[config.mk]
export PLATFORM = sky130hd
export DESIGN_NAME = fa8
export DESIGN_NICKNAME = d
export VERILOG_FILES = /design/src/rtl/fa8.sv
export SDC_FILE = /design/constraint.sdc
export NUM_CORES = 1
export LEC_CHECK = 0
export ABC_AREA = 0
export CAP_MARGIN = 10
export CORE_MARGIN = 4
export CORE_UTILIZATION = 35
export DETAILED_ROUTE_END_ITERATION = 6
export GPL_TIMING_DRIVEN = 1
export PLACE_DENSITY_LB_ADDON = 0.15
export SYNTH_ARGS = -nofsm -noshare
export SYNTH_HDL_FRONTEND = slang
export SYNTH_SLANG_ARGS = --single-unit
[constraint.sdc]
create_clock -name clk -period 11.05 [get_ports clk]
set_clock_uncertainty 0.1 [all_clocks]
set_input_delay 2.7625 -clock clk [delete_from_list [all_inputs] [get_ports clk]]
set_output_delay 2.7625 -clock clk [all_outputs]
set_load 0.01 [all_outputs]
[src/rtl/fa8.sv]
// 8-bit ripple-carry adder built from eight 1-bit full adders.
// Combinational {Co,Y} result plus a registered copy with a signed-overflow flag.
`timescale 1ns/1ps

module fa8_bit (
    input  logic i_a,
    input  logic i_b,
    input  logic i_c,
    output logic o_s,
    output logic o_c
);
    assign o_s = i_a ^ i_b ^ i_c;
    assign o_c = (i_a & i_b) | (i_a & i_c) | (i_b & i_c);
endmodule

module fa8 (
    input  logic       clk,
    input  logic       rst_n,
    input  logic [7:0] A,
    input  logic [7:0] B,
    input  logic       Ci,
    output logic [7:0] Y,
    output logic       Co,
    output logic [7:0] Y_q,
    output logic       Co_q,
    output logic       V_q
);
    logic [8:0] w_c;
    logic [7:0] w_y;
    logic       w_ovf;

    logic [7:0] r_y;
    logic       r_co;
    logic       r_v;

    assign w_c[0] = Ci;

    for (genvar gi = 0; gi < 8; gi++) begin : g_bit
        fa8_bit u_bit (
            .i_a (A[gi]),
            .i_b (B[gi]),
            .i_c (w_c[gi]),
            .o_s (w_y[gi]),
            .o_c (w_c[gi+1])
        );
    end

    // Overflow looks only at operand and result sign bits; Ci is already folded into Y.
    assign w_ovf = (A[7] == B[7]) && (w_y[7] != A[7]);

    // No enable or handshake: the result is captured on every rising edge.
    always_ff @(posedge clk or negedge rst_n) begin
        if (!rst_n) begin
            r_y  <= 8'h00;
            r_co <= 1'b0;
            r_v  <= 1'b0;
        end else begin
            r_y  <= w_y;
            r_co <= w_c[8];
            r_v  <= w_ovf;
        end
    end

    assign Y    = w_y;
    assign Co   = w_c[8];
    assign Y_q  = r_y;
    assign Co_q = r_co;
    assign V_q  = r_v;
endmodule

==> metrics.md <==
| Metric | Value |
|---|---|
| Number of flip-flops and latches in the synthesized netlist | 10 |
| Fill cell total of the finished layout | 111 |
| Run status | finished clean |
| Largest area contributor in the netlist | sky130_fd_sc_hd__dfrtp_1 |
| WP data required | ~8000 ps |
| Number of remaining DRC errors | 0 |
| Part of the Yosys area used for sequential elements | 46.9% |
| Router iterations before antenna repair | 1 |
| Number of buffers on the longest clock path | 2 |
| Area share of the largest cell type after synthesis | a little under half |
| Syn Inst Count | 39 |
| Overall die area | 2210 µm² |
| Top cells by count, synth | sky130_fd_sc_hd__dfrtp_1, sky130_fd_sc_hd__inv_1, sky130_fd_sc_hd__buf_4, sky130_fd_sc_hd__fa_1 |
| Clock sink total | 10 |
| Number of nets with antenna violations after routing | 0 |
| Synth Area per Inst | 13.7 µm² |
| Synth Cell Area | between 500 and 600 µm² |
| Share of the core filled with cells | 65.8% |
| Hold buffer count at CTS | 0 |
| Cell at the root of the clock tree | sky130_fd_sc_hd__clkbuf_4 |
| Area of the core region | approximately 1400 µm² |
| Number of gates resized after cts | 0 |
| Arrival time of the worst setup path | a little under 7000 ps |
| Row Count | 13 |
| Clock tree from TritonCTS | yes |
| Vias in the first global route | 378 |
| Overall track demand over capacity in global routing | 10.3% |
| Final Critical Period | 9780 ps |
| Effective utilization at floorplan | ~40% |
| Element type at the critical path end | output port |
| Input/output buffers | 37 |
| Measured slew at the worst slew-check pin | 448 ps |
| Inserted Diodes | 0 |
| Net count after synthesis | 67 |
| RePlAce Congestion | 0.613 |
| Storage element area | 250 µm² |
| Peak supply drop | 0.0000623 V |
| Static Leakage | 0.409 nW |
| Launch point of the worst path | A[0] |
| Highest attainable clock frequency | 0.102 GHz |
| Critical-path maximum fanout | 2 |
| Final HPWL from detailed placement | 956 µm |
| First-pass GRT wire length | roughly 1500 µm |
| Setup violations, final | 0 |
| Number of failing hold endpoints at the final stage | 0 |
| Routed wirelength normalized by instance count | 12.1 µm |
| Wire length reported by the detailed router | 1050 µm |
| Post-CTS Setup Bufs | 0 |
| Count of synthesis-stage warnings from yosys | 0 |
| Maximum number of pins on one net before global-route repair | 11 |
| Asr flop ratio synth | between 90% and 100% |
| H-tree lvl count | 1 |
| Cts bufs inserted | 3 |
| Post-synth EDFFs | 0 |
| Layout overhead on the synthesized area | 68.5% |
| Slew margin rel. | 70.0% |
| Max-slew violation count | 0 |
| Via total after detailed routing | 356 |
| Total power | 0.127 mW |
| Worst setup path category | input port to output port |
| Setup_tns | 0 ps |
| Hold Crit Class | input port to async pin |
| Final nets | around 100 |
| RSZ-0062 raised after global routing | no |
| CTS clk-pin slew, worst paths | 60 ps |
| Die width | 47.0 µm |
| Primary FF master, synth | sky130_fd_sc_hd__dfrtp_1 |
| Number of antenna violations at the first check in global routing | 0 |
| Total I/O pin count | 38 |
| Dominant cells by area after synthesis | sky130_fd_sc_hd__dfrtp_1, sky130_fd_sc_hd__fa_1, sky130_fd_sc_hd__buf_4 |
| Number of design-rule violations left by the first detailed-router iteration | 0 |
| Total area of multi-input combinational cells | 185 µm² |
| Via density per instance | 4.09 |
| Fraction of layout cells with a size suffix above 1 | 5.56% |
| Post-route fraction of the period consumed by the critical path | between 80 and 90% |
| Pwr/cell area | 142 nW/µm² |
| Die height | 47.0 µm |
| Number of distinct library cells after synthesis | 7 |
| Number of violations of the max-capacitance limit | 0 |
| Startpoint Class | input port |
| Overflow left after global routing | 0 |
area by class of cell:
cell class | count | share of cell area [%]
clock buffers | 4 | 4.04
inverters | 10 | 4.18
well taps | 15 | 2.09
multi-input cells | 11 | 20.6
flip-flops and latches | 10 | 27.9
repair buffers | 37 | 41.2
stage by stage:
step	area (µm²)	cells	hold slack (ps)	setup slack, ps
after floorplan	533	39	2370	2240
after global placement	862	83	3010	1280
after detailed placement	862	83	3010	1210
after CTS	898	87	2720	1210
after global routing	898	87	2750	1090
final	898	87	2720	1270
power breakdown:
part	internal [mW]	total [mW]	switching (mW)
sequential	0.0431	0.0447	0.00164
clock	0.0200	0.0321	0.0121
combinational	0.0312	0.0505	0.0193
total	0.0943	0.127	0.0330
cells in the final DEF (no fill, tap or decap), drive strengths merged:
| master | Yosys | final |
|---|---|---|
| clkbuf | 0 | 4 |
| clkdlybuf4s50 | 0 | 37 |
| dfrtp | 10 | 10 |
| fa | 8 | 8 |
| ha | 1 | 1 |
| inv | 10 | 10 |
| nor2 | 1 | 1 |
| xor2 | 1 | 1 |
critical path, cell delays in order:
cell,delay [ps]
sky130_fd_sc_hd__clkdlybuf4s50_1,390
sky130_fd_sc_hd__inv_1,80
sky130_fd_sc_hd__fa_1,170
sky130_fd_sc_hd__inv_1,50
sky130_fd_sc_hd__fa_1,370
sky130_fd_sc_hd__fa_1,390
sky130_fd_sc_hd__fa_1,410
sky130_fd_sc_hd__fa_1,400
sky130_fd_sc_hd__fa_1,400
sky130_fd_sc_hd__fa_1,370
sky130_fd_sc_hd__inv_1,70
sky130_fd_sc_hd__fa_1,430
sky130_fd_sc_hd__inv_1,90
sky130_fd_sc_hd__clkdlybuf4s50_1,530
logic make-up after synthesis:
family	Yosys count	synth area share, %
XOR/XNOR	1	1.64
AND/OR/NAND/NOR	1	0.704
flip-flops	10	46.9
buffers and inverters	18	18.3
adder cells (fa/ha/maj)	9	32.4
worst max-delay path by stage:
stage / to / slack, ps
after floorplan: Y[7] / 2240
after global placement: Y[7] / 1280
after CTS: Y[7] / 1210
after detailed placement: Y[7] / 1210
final: Y[7] / 1270
after global routing: Y[7] / 1090
registers in the layout (all words and copies together) (netlist names):
name / cells
V_q: 1
Y_q: 8
Co_q: 1
layer usage:
layer / part of all wire [%] / wire, µm / track usage [%] / up-vias
li1: - / - / - / 169
met1: 30 / 315 / 9.25 / 166
met3: 12 / 129 / 4.21 / 0
met2: 58 / 605 / 20.3 / 21
met4: 0 / 0 / 3.31 / 0
met5: 0 / 0 / 0 / -
No activity file was read; power rests on OpenSTA's default activity.
